[src/rtl/tag_free_list_if.sv]
// Allocation/release/flush bundle between a tag free list and its consumer.
// The free list takes the slave side; the consumer takes the master side.
interface tag_free_list_if #(
    parameter int unsigned DEPTH = 16,
    parameter int unsigned TAG_W = $clog2(DEPTH)
);
    logic             i_alloc_ready;
    logic             o_alloc_valid;
    logic [TAG_W-1:0] o_alloc_tag;
    logic             i_rel_valid;
    logic [TAG_W-1:0] i_rel_tag;
    logic             i_flush;
    logic [TAG_W:0]   o_free_cnt;
    logic             o_empty;
    logic             o_full;
    logic             o_double_free;

    modport slave (
        input  i_alloc_ready, i_rel_valid, i_rel_tag, i_flush,
        output o_alloc_valid, o_alloc_tag, o_free_cnt, o_empty, o_full, o_double_free
    );

    modport master (
        output i_alloc_ready, i_rel_valid, i_rel_tag, i_flush,
        input  o_alloc_valid, o_alloc_tag, o_free_cnt, o_empty, o_full, o_double_free
    );
endinterface

[src/rtl/tag_free_list.sv]
// Bitmap tag free list: offers the lowest free tag combinationally, takes one
// allocation and one release per cycle, and keeps a registered free count.
module tag_free_list #(
    parameter int unsigned DEPTH = 16,
    parameter int unsigned TAG_W = $clog2(DEPTH)
) (
    input  logic           i_clk,
    input  logic           i_rst_n,
    tag_free_list_if.slave bus
);
    localparam logic [TAG_W:0] FULL_CNT = (TAG_W+1)'(DEPTH);

    logic [DEPTH-1:0] bitmap;
    logic [DEPTH-1:0] bitmap_next;
    logic [TAG_W:0]   free_cnt;
    logic [TAG_W:0]   cnt_next;
    logic             double_free;
    logic [TAG_W-1:0] low_tag;
    logic             any_free;
    logic             alloc_fire;
    logic             rel_in_range;
    logic             rel_hit_free;
    logic             rel_effective;

    // Descending scan so the lowest set index is the last one written.
    always_comb begin
        low_tag = '0;
        for (int unsigned i = DEPTH; i > 0; i--) begin
            if (bitmap[i-1]) low_tag = TAG_W'(i-1);
        end
    end

    generate
        if (DEPTH < (1 << TAG_W)) begin : g_range_check
            assign rel_in_range = ({1'b0, bus.i_rel_tag} < FULL_CNT);
        end else begin : g_range_full
            assign rel_in_range = 1'b1;
        end
    endgenerate

    assign any_free      = |bitmap;
    assign alloc_fire    = any_free & bus.i_alloc_ready;
    assign rel_hit_free  = bus.i_rel_valid & rel_in_range & bitmap[bus.i_rel_tag];
    assign rel_effective = bus.i_rel_valid & rel_in_range & ~bitmap[bus.i_rel_tag];

    // Allocation is applied after the release so a same-tag collision ends busy.
    always_comb begin
        bitmap_next = bitmap;
        if (bus.i_rel_valid && rel_in_range) bitmap_next[bus.i_rel_tag] = 1'b1;
        if (alloc_fire) bitmap_next[low_tag] = 1'b0;
        cnt_next = free_cnt - (TAG_W+1)'(alloc_fire) + (TAG_W+1)'(rel_effective);
    end

    always_ff @(posedge i_clk or negedge i_rst_n) begin
        if (!i_rst_n) begin
            bitmap      <= '1;
            free_cnt    <= FULL_CNT;
            double_free <= 1'b0;
        end else if (bus.i_flush) begin
            bitmap      <= '1;
            free_cnt    <= FULL_CNT;
            double_free <= 1'b0;
        end else begin
            bitmap      <= bitmap_next;
            free_cnt    <= cnt_next;
            double_free <= rel_hit_free;
        end
    end

    assign bus.o_alloc_valid = any_free;
    assign bus.o_alloc_tag   = low_tag;
    assign bus.o_free_cnt    = free_cnt;
    assign bus.o_empty       = ~any_free;
    assign bus.o_full        = (free_cnt == FULL_CNT);
    assign bus.o_double_free = double_free;
endmodule
[src/flat_wrapper.sv]
// flat-port wrapper written by rule: the top's interface ports become plain ports
module tag_free_list_flat 
#(
    parameter int unsigned DEPTH = 16,
    parameter int unsigned TAG_W = $clog2(DEPTH)
)
  (i_clk, i_rst_n, bus_i_alloc_ready, bus_i_rel_valid, bus_i_rel_tag, bus_i_flush, bus_o_alloc_valid, bus_o_alloc_tag, bus_o_free_cnt, bus_o_empty, bus_o_full, bus_o_double_free);
  tag_free_list_if #(.DEPTH(DEPTH), .TAG_W(TAG_W)) bus_i ();
  input  logic i_clk;
  input  logic i_rst_n;
  input wire logic [$bits(bus_i.i_alloc_ready)-1:0] bus_i_alloc_ready;
  input wire logic [$bits(bus_i.i_rel_valid)-1:0] bus_i_rel_valid;
  input wire logic [$bits(bus_i.i_rel_tag)-1:0] bus_i_rel_tag;
  input wire logic [$bits(bus_i.i_flush)-1:0] bus_i_flush;
  output wire logic [$bits(bus_i.o_alloc_valid)-1:0] bus_o_alloc_valid;
  output wire logic [$bits(bus_i.o_alloc_tag)-1:0] bus_o_alloc_tag;
  output wire logic [$bits(bus_i.o_free_cnt)-1:0] bus_o_free_cnt;
  output wire logic [$bits(bus_i.o_empty)-1:0] bus_o_empty;
  output wire logic [$bits(bus_i.o_full)-1:0] bus_o_full;
  output wire logic [$bits(bus_i.o_double_free)-1:0] bus_o_double_free;
  assign bus_i.i_alloc_ready = bus_i_alloc_ready;
  assign bus_i.i_rel_valid = bus_i_rel_valid;
  assign bus_i.i_rel_tag = bus_i_rel_tag;
  assign bus_i.i_flush = bus_i_flush;
  assign bus_o_alloc_valid = bus_i.o_alloc_valid;
  assign bus_o_alloc_tag = bus_i.o_alloc_tag;
  assign bus_o_free_cnt = bus_i.o_free_cnt;
  assign bus_o_empty = bus_i.o_empty;
  assign bus_o_full = bus_i.o_full;
  assign bus_o_double_free = bus_i.o_double_free;
  tag_free_list #(.DEPTH(DEPTH), .TAG_W(TAG_W)) u_core (.i_clk(i_clk), .i_rst_n(i_rst_n), .bus(bus_i));
endmodule
[config.mk]
export PLATFORM = sky130hd
export DESIGN_NAME = tag_free_list_flat
export DESIGN_NICKNAME = d
export VERILOG_FILES = /design/src/rtl/tag_free_list_if.sv /design/src/rtl/tag_free_list.sv /design/src/flat_wrapper.sv
export SDC_FILE = /design/constraint.sdc
export NUM_CORES = 1
export LEC_CHECK = 0
export ABC_AREA = 0
export CAP_MARGIN = 15
export CORE_MARGIN = 1.5
export CORE_UTILIZATION = 50
export DETAILED_ROUTE_END_ITERATION = 6
export GPL_ROUTABILITY_DRIVEN = 0
export GPL_TIMING_DRIVEN = 0
export PLACE_DENSITY = 0.84
export SYNTH_ARGS = -nofsm -noshare
export SYNTH_HDL_FRONTEND = slang
export SYNTH_SLANG_ARGS = --single-unit
[constraint.sdc]
create_clock -name i_clk -period 8.55 [get_ports i_clk]
set_clock_uncertainty 0.1 [all_clocks]
set_input_delay 1.2825 -clock i_clk [delete_from_list [all_inputs] [get_ports i_clk]]
set_output_delay 1.2825 -clock i_clk [all_outputs]
set_load 0.005 [all_outputs]
==> out/results.txt <==
status = completed
clk root buf = clkbuf_4
# fillers = 240
layout cells sized above 1 = 17.39%
Distinct cells, synth = 44
max incr delay on CP = 610 ps
Worst-path clk slew = 130 ps
WP buf/inv = 2
Seq pwr share = 42.5%
crit path time final = 4080 ps
most numerous cell in the Yosys netlist = nor2_1
Post-DRT Antenna Nets = 0
WL/cell = 17.85 um
Synth Register Bits = 22
# setup viols final = 0
synth-to-layout area growth = 17.18%
Clk pwr share = 20.6%
most frequent cells after synthesis = 22 x nor2_1, 17 x dfstp_2, 12 x a31oi_1, 11 x inv_1, 10 x a211oi_1
hold depth = 2
die area = 3430 sq um
worst setup path category = reg -> out
P_sw = 92.32 uW
CTS tree = yes
buffer count from post-CTS setup fixing = 0
Synth Area in XOR/XNOR = 1.702%
Bufs on Longest Clock Path = 2
Die W = 58.57 um
initial DRC count = 143
Vias per Instance = 6.693
combinational cell fraction of total power = 36.9%
EDFF count, synth = 0
Critical Path End Type = primary output
share of the synthesized area in the top cell type = 28.93%
nets = 201
power per cell area = 160.6 nW/um^2
register area share after synthesis = 37.03%
number of hold buffers added after CTS = 0
Cell Area, Synth = 1544 sq um
Top Ports = 22
GR Overflow Total = 0
drc violations = 0
Hold/Removal Path Class = reg -> reg
Max Cap Viol = 0
Post-Route WL = 3.838 mm
CP Cell Sequence = nor2_1 > a221oi_1 > o211ai_2 > a21o_1 > inv_1 > clkdlybuf4s50_1
Antenna Cells = 0
Initial Utilization = 54.12%
syn avg cell area = 9.590 sq um
Leak = 0.0006676 uW
Pre-antenna DRT Iters = 5
P_int = 198.1 uW
crit-path leading delay family = compound AO/OA/AOI/OAI gates
vias in the first global route = 1362
worst slew pin tran = 941.5 ps
asr flop ratio synth = 100.0%
total number of vias = 1439
Hold WS = 560.9 ps
Post-CTS Resized = 0
row count = 19
RSZ-0062 raised after global routing = false
first-pass GRT wire length = 6.644 mm
CTS H-tree depth = 1
TritonCTS Sinks = 22
WP depth = 6
VDD IR-drop max = 0.00007816 V
Core Area = 2853 sq um
main combinational cell family by area after synthesis = compound AO/OA/AOI/OAI gates
area leader, netlist = dfstp_2
placed instance area = 1773 sq um
IO Port Bufs = 19
final worst-path cycle share = 47.71%
Yosys warnings = 0
Primary FF master, synth = dfstp_2
Post-Syn Instances = 161
Synth Area in Compound Gates = 23.50%
total CTS buffers = 3
Setup crit start kind = register
Overall Power = 290.5 uW
pin count of the biggest net entering global routing = 23
sum of negative setup slack = 0 ps
Slew Viols, Final = 0
Net Sw Frac = 31.78%
Synth Net Count = 177
mux contribution to synthesized area = 8.185%
fraction of the mapped netlist area in simple logic gates = 18.48%
fin cells = 215
CP max FO = 6
fraction of the mapped netlist area in adder cells = 6.159%
Tot GR Track Use = 25.23%
initial antenna violation count = 0
Peak Freq = 0.2451 GHz
Worst EP required = 7170 ps
worst skew pair latency = 310 ps
area of all placed cells without fillers = 1809 sq um
max_slew headroom = 37.04%
critical path's slowest cell = dfstp_2
Detailed Place HPWL = 2.838 mm
DIE HEIGHT = 58.57 um
worst reg2reg path depth = 12
placed insts = 211
Data arrival, critical path = 2700 ps
Hold Violations, Final = 0
ranking of synthesized cells by area = dfstp_2 29%, dfrtp_1 8.1%, mux4_1 6.8%
[sequential cells by signal (all words and copies together) (netlist names)]
signal and cells:
u_core.bus.o_free_cnt 5, u_core.bus.o_double_free 1, u_core.bitmap 16
[power groups by stage]
stage	Sequential (uW)	Clock [uW]	Combinational (uW)
final	123	59.9	107
after global routing	125	65.3	118
after CTS	124	59.8	108
after detailed placement	125	0	107
after global placement	125	0	101
after floorplan	125	0	64.3
[per-stage QoR]
step                util, %  setup WS (ps)
floorplan                 -           5051
global placement      62.15           4289
detailed placement    62.15           4262
CTS                   63.42           4522
global route          63.42           4336
finish                63.42           4470
[layout by cell type, fill, tap and decap left out, types with 2 or more instances in the layout]
master           Yosys  layout
nor3b_1              2       2
clkbuf_1             4       4
a311oi_1             4       4
clkbuf_4             0       3
mux4_1               4       4
xnor2_1              3       3
dfrtp_1              5       5
o21ai_0              3       3
nand2b_1             3       3
nand3_1              2       2
nor3_1               3       3
a21oi_1              6       6
nor4_1               2       2
nand2_1              7       7
a21o_1               3       3
inv_1               11      11
a31oi_1             12      12
nor2_1              22      22
or3_1                2       2
ha_1                 6       6
a211oi_1            10      10
dfstp_2             17      17
clkdlybuf4s50_1      0      19
nor2b_1              6       6
a41oi_1              2       2
and2_1               2       2
[worst paths after layout]
check	start	end	slack, ps
worst max-delay path	u_core.bitmap[11]	bus_o_alloc_tag[0]	4470
worst min-delay path	u_core.bitmap[15]	u_core.bitmap[15]	560
worst max register to register	u_core.bitmap[2]	u_core.bus.o_free_cnt[4]	5190
worst min register to register	u_core.bitmap[15]	u_core.bitmap[15]	560
max in group asynchronous	i_rst_n	u_core.bus.o_free_cnt[1]	6410
min in group asynchronous	i_rst_n	u_core.bus.o_free_cnt[0]	1380
[metal layers]
metal	track usage, %	share of wire [%]	up-vias
li1	-	-	649
met1	35.85	39	679
met2	40.61	48	96
met3	4.615	11	15
met4	5.519	1.7	0
met5	0	0	-
[kinds of logic after synthesis]
logic type | count (synthesis)
xor+xnor | 3
buf+inv | 18
mux | 6
simple gates | 56
fa+ha+maj | 7
compound gates | 49
flops | 22
[area by class of cell]
class / count / area, sq um / area share (%)
Buffer: 6 / 31.28 / 1.729
Clock buffer: 4 / 36.28 / 2.006
Inverter: 12 / 45.04 / 2.490
Multi-Input combinational cell: 121 / 895.9 / 49.52
Sequential cell: 22 / 571.8 / 31.60
Tap cell: 31 / 38.79 / 2.144
Timing Repair Buffer: 19 / 190.2 / 10.51
[worst register-to-register path, stage by stage, from the launching register on]
cell and delay, ps:
dfstp_2 380, clkbuf_1 170, nor4_2 550, nand3_1 240, and2_1 230, ha_1 260, inv_1 40, ha_1 210
fa_1 420, a21oi_1 140, nor2_1 60, or3_1 340, a21o_1 160
(Power assumes the default switching activity.)
